`src/rtl/ysyx_23060180_mem_arbiter_pkg.sv`:
```
// Shared types and constants for the core memory-port arbiter and its front-end users.
package ysyx_23060180_mem_pkg;

  typedef enum logic {
    OWN_IF = 1'b0,
    OWN_LS = 1'b1
  } owner_e;

  typedef struct packed {
    logic   valid;
    owner_e owner;
  } rd_tag_t;

  localparam logic [3:0]  SZ_B     = 4'd1;
  localparam logic [3:0]  SZ_H     = 4'd2;
  localparam logic [3:0]  SZ_W     = 4'd4;
  localparam logic [31:0] RESET_PC = 32'h8000_0000;

endpackage

```
`src/rtl/ysyx_23060180_mem_arbiter_if.sv`:
```
// Bus bundle between the IF/LS requesters, the arbiter and the memory model.
interface ysyx_23060180_mem_arbiter_if #(
  parameter int ADDR_W = 32
);

  logic              if_req;
  logic [ADDR_W-1:0] if_addr;
  logic              if_gnt;
  logic              if_rvalid;
  logic [31:0]       if_rdata;

  logic              ls_req;
  logic              ls_we;
  logic [ADDR_W-1:0] ls_addr;
  logic [31:0]       ls_wdata;
  logic [3:0]        ls_wbit_en;
  logic              ls_gnt;
  logic              ls_rvalid;
  logic [31:0]       ls_rdata;

  logic              mem_rd;
  logic              mem_wr;
  logic [ADDR_W-1:0] mem_raddr;
  logic [31:0]       mem_wdata;
  logic [3:0]        mem_wbit_en;
  logic [31:0]       mem_rdata;

  // Arbiter side
  modport slave (
    input  if_req, if_addr, ls_req, ls_we, ls_addr, ls_wdata, ls_wbit_en, mem_rdata,
    output if_gnt, if_rvalid, if_rdata, ls_gnt, ls_rvalid, ls_rdata,
           mem_rd, mem_wr, mem_raddr, mem_wdata, mem_wbit_en
  );

  // Requester/memory side
  modport master (
    output if_req, if_addr, ls_req, ls_we, ls_addr, ls_wdata, ls_wbit_en, mem_rdata,
    input  if_gnt, if_rvalid, if_rdata, ls_gnt, ls_rvalid, ls_rdata,
           mem_rd, mem_wr, mem_raddr, mem_wdata, mem_wbit_en
  );

endinterface

```
`src/rtl/ysyx_23060180_mem_arbiter_rd_tag_pipe.sv`:
```
// Fixed-latency {valid, owner} shift register that routes each read response back to
// its issuer; cleared asynchronously so in-flight reads are dropped on reset.
module ysyx_23060180_rd_tag_pipe
  import ysyx_23060180_mem_pkg::*;
#(
  parameter int RD_LAT = 1
) (
  input  logic   clk,
  input  logic   rstn_in,
  input  logic   push_valid,
  input  owner_e push_owner,
  output logic   pop_valid,
  output owner_e pop_owner
);

  rd_tag_t stage [RD_LAT];

  always_ff @(posedge clk or negedge rstn_in) begin
    if (!rstn_in) begin
      for (int i = 0; i < RD_LAT; i++) stage[i] <= '0;
    end else begin
      stage[0] <= '{valid: push_valid, owner: push_owner};
      for (int i = 1; i < RD_LAT; i++) stage[i] <= stage[i-1];
    end
  end

  assign pop_valid = stage[RD_LAT-1].valid;
  assign pop_owner = stage[RD_LAT-1].owner;

endmodule

```
`src/rtl/ysyx_23060180_mem_arbiter.sv`:
```
// Two-requester memory-port arbiter: LS priority with an IF starvation guard.
// Optional ARB_PERF_CNT_EN adds grant/stall performance counters.
module ysyx_23060180_mem_arbiter
  import ysyx_23060180_mem_pkg::*;
#(
  parameter int RD_LAT       = 1,
  parameter int STARVE_LIMIT = 4,
  parameter int ADDR_W       = 32
) (
  input  logic                        clk,
  input  logic                        rstn_in,
  ysyx_23060180_mem_arbiter_if.slave  bus
`ifdef ARB_PERF_CNT_EN
  ,
  output logic [31:0]                 perf_if_gnt,
  output logic [31:0]                 perf_ls_gnt,
  output logic [31:0]                 perf_if_stall
`endif
);

  localparam int             CNT_W = $clog2(STARVE_LIMIT + 1);
  localparam logic [CNT_W-1:0] LIMIT = CNT_W'(STARVE_LIMIT);

  logic [CNT_W-1:0] starve_cnt;
  logic             if_gnt;
  logic             ls_gnt;
  logic             starved;
  logic             rd_accept;
  logic             pop_valid;
  owner_e           pop_owner;

  // Grants are suppressed while reset is asserted so every output reads 0.
  always_comb begin
    starved = bus.if_req && (starve_cnt == LIMIT);
    ls_gnt  = rstn_in && bus.ls_req && !starved;
    if_gnt  = rstn_in && bus.if_req && !ls_gnt;
  end

  always_comb begin
    bus.mem_rd      = 1'b0;
    bus.mem_wr      = 1'b0;
    bus.mem_raddr   = '0;
    bus.mem_wdata   = '0;
    bus.mem_wbit_en = '0;
    if (if_gnt) begin
      bus.mem_rd    = 1'b1;
      bus.mem_raddr = bus.if_addr;
    end else if (ls_gnt) begin
      bus.mem_raddr = bus.ls_addr;
      if (bus.ls_we) begin
        bus.mem_wr      = 1'b1;
        bus.mem_wdata   = bus.ls_wdata;
        bus.mem_wbit_en = bus.ls_wbit_en;
      end else begin
        bus.mem_rd = 1'b1;
      end
    end
  end

  always_ff @(posedge clk or negedge rstn_in) begin
    if (!rstn_in) begin
      starve_cnt <= '0;
    end else if (!bus.if_req || if_gnt) begin
      starve_cnt <= '0;
    end else if (starve_cnt != LIMIT) begin
      starve_cnt <= starve_cnt + CNT_W'(1);
    end
  end

  assign rd_accept = if_gnt || (ls_gnt && !bus.ls_we);

  ysyx_23060180_rd_tag_pipe #(
    .RD_LAT (RD_LAT)
  ) u_tag_pipe (
    .clk        (clk),
    .rstn_in    (rstn_in),
    .push_valid (rd_accept),
    .push_owner (if_gnt ? OWN_IF : OWN_LS),
    .pop_valid  (pop_valid),
    .pop_owner  (pop_owner)
  );

  assign bus.if_gnt    = if_gnt;
  assign bus.ls_gnt    = ls_gnt;
  assign bus.if_rvalid = pop_valid && (pop_owner == OWN_IF);
  assign bus.ls_rvalid = pop_valid && (pop_owner == OWN_LS);
  assign bus.if_rdata  = rstn_in ? bus.mem_rdata : 32'd0;
  assign bus.ls_rdata  = rstn_in ? bus.mem_rdata : 32'd0;

`ifdef ARB_PERF_CNT_EN
  always_ff @(posedge clk or negedge rstn_in) begin
    if (!rstn_in) begin
      perf_if_gnt   <= '0;
      perf_ls_gnt   <= '0;
      perf_if_stall <= '0;
    end else begin
      if (if_gnt)                 perf_if_gnt   <= perf_if_gnt + 32'd1;
      if (ls_gnt)                 perf_ls_gnt   <= perf_ls_gnt + 32'd1;
      if (bus.if_req && !if_gnt)  perf_if_stall <= perf_if_stall + 32'd1;
    end
  end
`endif

endmodule

```
`src/flat_wrapper.sv`:
```
// flat-port wrapper written by rule: the top's interface ports become plain ports
module ysyx_23060180_mem_arbiter_flat import ysyx_23060180_mem_pkg::*;
#(
  parameter int RD_LAT       = 1,
  parameter int STARVE_LIMIT = 4,
  parameter int ADDR_W       = 32
)
  (clk, rstn_in, bus_if_req, bus_if_addr, bus_ls_req, bus_ls_we, bus_ls_addr, bus_ls_wdata, bus_ls_wbit_en, bus_mem_rdata, bus_if_gnt, bus_if_rvalid, bus_if_rdata, bus_ls_gnt, bus_ls_rvalid, bus_ls_rdata, bus_mem_rd, bus_mem_wr, bus_mem_raddr, bus_mem_wdata, bus_mem_wbit_en);
  ysyx_23060180_mem_arbiter_if #(.ADDR_W(ADDR_W)) bus_i ();
  input  logic clk;
  input  logic rstn_in;
  input wire logic [$bits(bus_i.if_req)-1:0] bus_if_req;
  input wire logic [$bits(bus_i.if_addr)-1:0] bus_if_addr;
  input wire logic [$bits(bus_i.ls_req)-1:0] bus_ls_req;
  input wire logic [$bits(bus_i.ls_we)-1:0] bus_ls_we;
  input wire logic [$bits(bus_i.ls_addr)-1:0] bus_ls_addr;
  input wire logic [$bits(bus_i.ls_wdata)-1:0] bus_ls_wdata;
  input wire logic [$bits(bus_i.ls_wbit_en)-1:0] bus_ls_wbit_en;
  input wire logic [$bits(bus_i.mem_rdata)-1:0] bus_mem_rdata;
  output wire logic [$bits(bus_i.if_gnt)-1:0] bus_if_gnt;
  output wire logic [$bits(bus_i.if_rvalid)-1:0] bus_if_rvalid;
  output wire logic [$bits(bus_i.if_rdata)-1:0] bus_if_rdata;
  output wire logic [$bits(bus_i.ls_gnt)-1:0] bus_ls_gnt;
  output wire logic [$bits(bus_i.ls_rvalid)-1:0] bus_ls_rvalid;
  output wire logic [$bits(bus_i.ls_rdata)-1:0] bus_ls_rdata;
  output wire logic [$bits(bus_i.mem_rd)-1:0] bus_mem_rd;
  output wire logic [$bits(bus_i.mem_wr)-1:0] bus_mem_wr;
  output wire logic [$bits(bus_i.mem_raddr)-1:0] bus_mem_raddr;
  output wire logic [$bits(bus_i.mem_wdata)-1:0] bus_mem_wdata;
  output wire logic [$bits(bus_i.mem_wbit_en)-1:0] bus_mem_wbit_en;
  assign bus_i.if_req = bus_if_req;
  assign bus_i.if_addr = bus_if_addr;
  assign bus_i.ls_req = bus_ls_req;
  assign bus_i.ls_we = bus_ls_we;
  assign bus_i.ls_addr = bus_ls_addr;
  assign bus_i.ls_wdata = bus_ls_wdata;
  assign bus_i.ls_wbit_en = bus_ls_wbit_en;
  assign bus_i.mem_rdata = bus_mem_rdata;
  assign bus_if_gnt = bus_i.if_gnt;
  assign bus_if_rvalid = bus_i.if_rvalid;
  assign bus_if_rdata = bus_i.if_rdata;
  assign bus_ls_gnt = bus_i.ls_gnt;
  assign bus_ls_rvalid = bus_i.ls_rvalid;
  assign bus_ls_rdata = bus_i.ls_rdata;
  assign bus_mem_rd = bus_i.mem_rd;
  assign bus_mem_wr = bus_i.mem_wr;
  assign bus_mem_raddr = bus_i.mem_raddr;
  assign bus_mem_wdata = bus_i.mem_wdata;
  assign bus_mem_wbit_en = bus_i.mem_wbit_en;
  ysyx_23060180_mem_arbiter #(.RD_LAT(RD_LAT), .STARVE_LIMIT(STARVE_LIMIT), .ADDR_W(ADDR_W)) u_core (.clk(clk), .rstn_in(rstn_in), .bus(bus_i));
endmodule
```
`config.mk`:
```
export PLATFORM = sky130hd
export DESIGN_NAME = ysyx_23060180_mem_arbiter_flat
export DESIGN_NICKNAME = d
export VERILOG_FILES = /design/src/rtl/ysyx_23060180_mem_arbiter_pkg.sv /design/src/rtl/ysyx_23060180_mem_arbiter_if.sv /design/src/rtl/ysyx_23060180_mem_arbiter_rd_tag_pipe.sv /design/src/rtl/ysyx_23060180_mem_arbiter.sv /design/src/flat_wrapper.sv
export SDC_FILE = /design/constraint.sdc
export NUM_CORES = 1
export LEC_CHECK = 0
export CAP_MARGIN = 25
export CELL_PAD_IN_SITES_DETAIL_PLACEMENT = 0
export CELL_PAD_IN_SITES_GLOBAL_PLACEMENT = 1
export CORE_AREA = 2 2 162 85
export DETAILED_ROUTE_END_ITERATION = 8
export DIE_AREA = 0 0 164 87
export PLACE_DENSITY_LB_ADDON = 0.1
export SLEW_MARGIN = 5
export SYNTH_ARGS = -nofsm -noshare
export SYNTH_HDL_FRONTEND = slang
export SYNTH_SLANG_ARGS = --single-unit
```
`constraint.sdc`:
```
create_clock -name clk -period 2.7 [get_ports clk]
set_clock_uncertainty 0.15 [all_clocks]
set_input_delay 0.81 -clock clk [delete_from_list [all_inputs] [get_ports clk]]
set_output_delay 0.81 -clock clk [all_outputs]
set_load 0.05 [all_outputs]
```
# After elaboration in Yosys (flattened, before gate mapping)
# Index checks and enable logic that the tools add are counted.
# totals
register_bits	5
inputBits	137
output_inout_bits	138
word_cells	40
# op_classes
add_sub_neg	1
eq_ne	2
muxes	18
bitwise_logic	1
reduce_logical	15
# op_table
cell	n
32-bit 2-to-1 mux	6
4-bit 2-to-1 mux	3
1-bit logical AND	8
1-bit 2-to-1 mux	7
3-bit 2-to-1 mux	2
1-bit logical NOT	4
3-bit by 1-bit adder with 3-bit output, second input constant	1
3-bit equality test, second input constant	1
3-bit != test, second input constant	1
1-bit logical OR	2
2-bit nonzero test	1
1-bit inverter	1

# Longest topological paths before layout
# depth
ltp_word	8
mapped_depth	6
ltp_nobuf	5

# Modules after synthesis
# Synthesis repeated with hierarchy kept, for this count alone.
# unflattened
hier_cells	182
area_unflattened_um2	1340.0
# modules_own_cells
mod	instances	cells_per_inst	area_per_inst_um2	seq_area_each_um2
ysyx_23060180_mem_arbiter	1	180	1290.0	75.1
ysyx_23060180_rd_tag_pipe	1	2	50.0	50.0

# Worst setup path before layout
# OpenSTA, ideal clock, no wires.
# synth_timing
kind	input to output
from	in bus_if_req
to	out bus_mem_rd
arrival_ps	1982
t_required_ps	1740
path_slack_ps	-242
stages	3
n_path_buf	1
cell_sequence	a31oi_4 -> buf_6 -> a21oi_1
# synth_via
elab_chain_cells	6
word_cells_on_any_way	8
classes_between	mux: 2; reduce/logical: 6
# synth_lines
item	line_no	rtl
start: declaration	flat_wrapper.sv:12	input wire logic [$bits(bus_i.if_req)-1:0] bus_if_req;
1-bit logical AND *	ysyx_23060180_mem_arbiter.sv:34	starved = bus.if_req && (starve_cnt == LIMIT);
1-bit logical NOT *	ysyx_23060180_mem_arbiter.sv:35	ls_gnt = rstn_in && bus.ls_req && !starved;
1-bit logical AND *	ysyx_23060180_mem_arbiter.sv:35	
via bus_ls_gnt	flat_wrapper.sv:23	output wire logic [$bits(bus_i.ls_gnt)-1:0] bus_ls_gnt;
1-bit logical NOT	ysyx_23060180_mem_arbiter.sv:36	if_gnt = rstn_in && bus.if_req && !ls_gnt;
1-bit logical AND	ysyx_23060180_mem_arbiter.sv:36	
1-bit 2-to-1 mux *	ysyx_23060180_mem_arbiter.sv:45	if (if_gnt) begin
end: declaration	flat_wrapper.sv:26	output wire logic [$bits(bus_i.mem_rd)-1:0] bus_mem_rd;
# Mark *: on every way through the listed nets, which the timed path passes. The rest lies on a longest branch.

# Final worst setup path
# layout_timing
from	in rstn_in
to	out bus_mem_raddr[9]
# layout_via
elab_chain_cells	5
word_cells_on_any_way	7
classes_between	mux: 2; reduce/logical: 5
# layout_lines
item	line_no	rtl
start: declaration	flat_wrapper.sv:11	input logic rstn_in;
1-bit logical AND (2 in series)	ysyx_23060180_mem_arbiter.sv:35	
1-bit logical NOT	ysyx_23060180_mem_arbiter.sv:36	
1-bit logical AND	ysyx_23060180_mem_arbiter.sv:36	
32-bit 2-to-1 mux *	ysyx_23060180_mem_arbiter.sv:45	
end: declaration	flat_wrapper.sv:28	output wire logic [$bits(bus_i.mem_raddr)-1:0] bus_mem_raddr;
# Mark *: on every way between the ends. The rest lies on a longest branch, timed or not.

==> metrics.csv <==
stage;metric;value;unit
critical_path;Crit-path slowest cell;a22o_4;
global_routing;Remaining Overflow, GRT;0;
global_routing;pin count of the biggest net entering global routing;35;
yosys;Synthesis Warnings;0;
critical_path;CP max stage delay;0.22;ns
yosys;mux contribution to synthesized area;0;%
floorplanning;Initial Util;10.6;%
sta;relative slew slack;63.6;%
final_layout;Layout Area Growth over Synthesis;387;%
clocking;CTS Hold Bufs;0;
critical_path;cell repeated most along the worst path;buf_6;
sta;Max Slew Vio Count;0;
final_layout;# diodes;0;
critical_path;CP top delay family;buffers and inverters;
critical_path;crit-path max FO;6;
critical_path;crit-path cells;buf_8, buf_6, buf_6, nand2_4, a21oi_4, buf_6, clkbuf_16, a22o_4, buf_12;
run_status;status;finished, violations left;
clocking;Max Buffers Root-to-Sink;2;
power_and_ir_drop;maximum vdd drop;0.183;mV
critical_path;Worst Setup Start Kind;primary input;
global_routing;met2 GRT Util;24.6;%
critical_path;Worst Setup End Kind;output port;
yosys;xor/xnor cell area share of the yosys netlist;0;%
final_layout;nets;593;
yosys;Yosys top cell area share;19.6;%
floorplanning;die area;14300;µm²
floorplanning;area of the core;13000;µm²
floorplanning;Die X;164;µm
route;DRT Pass-1 Iters;4;
route;Routed WL;10800;µm
route;Detailed Route Iter0 Violations;41;
yosys;synth unique cells;24;
yosys;Top FF cell, synth;dfrtp_1;
placement;RD Place Congestion;0.762;
floorplanning;top-level port count;275;
yosys;#FFs+latches synth;5;
global_routing;first-pass GRT wire length;15500;µm
clocking;CTS clk-pin slew, worst paths;0.03;ns
clocking;Root Buffer;clkbuf_16;
floorplanning;die height;87;µm
power_and_ir_drop;Flop pwr share;4.9;%
final_layout;Final Non-Filler Cells;629;
yosys;EDFF count, synth;0;
clocking;H-tree depth;1;
final_layout;Layout fillers;1092;
critical_path;critical path arrival;1.91;ns
power_and_ir_drop;Sw Ratio;39.2;%
power_and_ir_drop;Gate power share;80.7;%
global_routing;met3 Track Usage GR;3.00;%
clocking;CTS sink cnt;5;
yosys;adder-cell area share of the yosys netlist;1.81;%
global_routing;vias in the first global route;2491;
sta;Hold WS;0.477;ns
yosys;most common library cells after synthesis;36 x and3_1, 35 x buf_4, 33 x and2_1, 31 x a22o_1;
yosys;Cell Area, Synth;1390;µm²
yosys;sequential area share after synthesis;9.03;%
route;vias per cell;3.84;
sta;hold violation count in the final report;0;
job;Max Cap Viol;0;
sta;RSZ-0062 raised after global routing;true;
global_routing;GRT Overall Usage;14.1;%
critical_path;Levels on crit path;9;
yosys;Post-Synth Simple-Gate Area;34.9;%
hold_path;Worst Hold Depth;3;
route;WL/cell;17.2;µm
critical_path;worst r2r path cells;9;
power_and_ir_drop;Clock power frac;14.4;%
yosys;synthesized area per cell;7.66;µm²
clocking;CTS tree;done;
critical_path;CP required;1.74;ns
yosys;Synth Area in Compound Gates;26.3;%
sta;Final setup viols;72;
route;via count;2418;
power_and_ir_drop;P_sw;0.667;mW
yosys;asr flop ratio synth;100;%
sta;Setup TNS;-7.50;ns
global_routing;initial antenna violation count;0;
yosys;leading area contributor after synthesis;a22o_1;
power_and_ir_drop;Lkg Pwr;2.84;nW
yosys;most common cell in the netlist;and3_1;
run_status;failing checks;negative setup slack;
sta;worst-margin pin slew;0.544;ns
global_routing;met1 Track Usage GR;18.8;%
sta;minimum clock period;2.87;ns
hold_path;type of the most critical hold path;register to register;
yosys;largest family of logic cells by synthesized area;simple AND/OR/NAND/NOR gates;
sta;f_max;349;MHz
sta;Final Cycle Share;106;%
placement;hpwl dp;7850;µm
power_and_ir_drop;PD cells;252;nW/µm²
yosys;post-synth net total;320;
floorplanning;# rows;30;
placement;IO buf count;274;
placement;post-placement worst setup slack;-0.571;ns
yosys;Synth Instances;181;
sta;min setup slack post-route;-0.168;ns
placement;Placed Cells incl. Taps;594;
global_routing;busiest grt layer;met2;
clocking;Inserted Clock Buffers;3;
clocking;clk_lat worst skew;0.23;ns
final_layout;layout cells sized above 1;65.8;%
critical_path;critical path type;primary input to output port;
route;Post-DRT Antenna Nets;0;
final_layout;Finished Core Util;51.8;%
power_and_ir_drop;Power Internal;1.03;mW
yosys;Synth area leaders;a22o_1 20%, buf_4 19%, and3_1 16%;
route;DRC Markers;0;
critical_path;WP buf/inv;6;
path summary, 6_finish.rpt:
check	startpoint	end	slack [ns]
setup / recovery	rstn_in	bus_mem_raddr[9]	-0.17
hold / removal	u_core.starve_cnt[0]$_DFFE_PN0P_	u_core.starve_cnt[0]$_DFFE_PN0P_	0.48
setup reg to reg	u_core.starve_cnt[0]$_DFFE_PN0P_	u_core.starve_cnt[2]$_DFFE_PN0P_	0.92
hold reg to reg	u_core.starve_cnt[0]$_DFFE_PN0P_	u_core.starve_cnt[0]$_DFFE_PN0P_	0.48
max in group asynchronous	rstn_in	u_core.u_tag_pipe.pop_valid$_DFF_PN0_	1.56
min in group asynchronous	rstn_in	u_core.starve_cnt[2]$_DFFE_PN0P_	0.64
stage by stage:
stage	cell area (µm²)	total power [mW]
after floorplan	1530	0.615
after global placement	5610	1.26
after detailed placement	5610	1.26
after CTS	6610	1.68
after global routing	6750	1.76
final	6750	1.70
flip-flops by register name (all words and copies together) (netlist names):
| register | flops |
|---|---|
| u_core.starve_cnt | 3 |
| u_core.u_tag_pipe.pop_valid | 1 |
| u_core.u_tag_pipe.pop_owner | 1 |
worst reg2reg max path: stages, from the launching register on:
cell     delay [ns]
dfrtp_1        0.38
inv_2          0.10
ha_4           0.17
nand2_2        0.10
a21oi_4        0.26
buf_6          0.14
buf_12         0.12
buf_6          0.10
buf_4          0.10
nor3_1         0.05
power groups by stage:
stage	Sequential, mW	Combinational [mW]	Clock, mW
after floorplan	0.0830	0.532	0
after global placement	0.0835	1.17	0
after detailed placement	0.0837	1.18	0
after CTS	0.0830	1.35	0.248
after global routing	0.0838	1.42	0.258
final	0.0832	1.37	0.245
cells in the final DEF, fill, tap and decap left out:
master	Yosys	final
a21boi_0	2	2
a21oi_4	1	2
a22o_4	0	32
a31oi_4	1	1
and2_1	33	1
and2_4	0	33
and3_4	0	36
buf_12	0	141
buf_16	0	11
buf_4	35	16
buf_6	7	7
buf_8	0	5
bufbuf_16	0	2
clkbuf_1	7	1
clkbuf_16	0	5
clkdlybuf4s50_1	0	133
dfrtp_1	5	5
dlygate4sd2_1	0	1
ha_1	2	1
ha_4	0	1
inv_1	4	2
inv_2	0	2
nand2_1	3	1
nand2_2	1	1
nand2_4	0	2
nor2_1	1	1
nor2b_1	1	1
nor3_1	1	1
o211ai_1	2	2
o21ai_0	2	1
o21ai_2	0	1
or3_1	2	2
routing by layer:
| metal | part of all wire, % | vias up | wire length [µm] |
|---|---|---|---|
| met5 | 0 | - | 0 |
| met4 | 0.30 | 0 | 33 |
| met3 | 7.2 | 2 | 784 |
| met2 | 50 | 108 | 5370 |
| met1 | 43 | 1144 | 4650 |
| li1 | - | 1164 | - |
repair_timing:
item,in CTS,in global routing
cloned,12,3
buffers inserted,13,7
pin swaps,50,9
hold endpoints to repair,0,0
endpoints found under the setup margin,136,115
resized for setup,116,45
final cells by class:
class / instances / area, µm² / area share [%]
timing repair buffer: 318 / 4850 / 71.9
multi-input combinational: 122 / 1460 / 21.6
tap: 176 / 220 / 3.26
sequential: 5 / 125 / 1.85
clock buffer: 4 / 78.8 / 1.17
inverter: 4 / 15.0 / 0.222
logic make-up (layout without fill, tap and decap cells):
family                   count (synthesis)  in the layout
adder cells (fa/ha/maj)                  2              2
AND/OR/NAND/NOR                         79             79
AO/OA/AOI/OAI                           41             41
flip-flops                               5              5
buffers and inverters                   54            326
No activity file was read; power rests on OpenSTA's default activity.
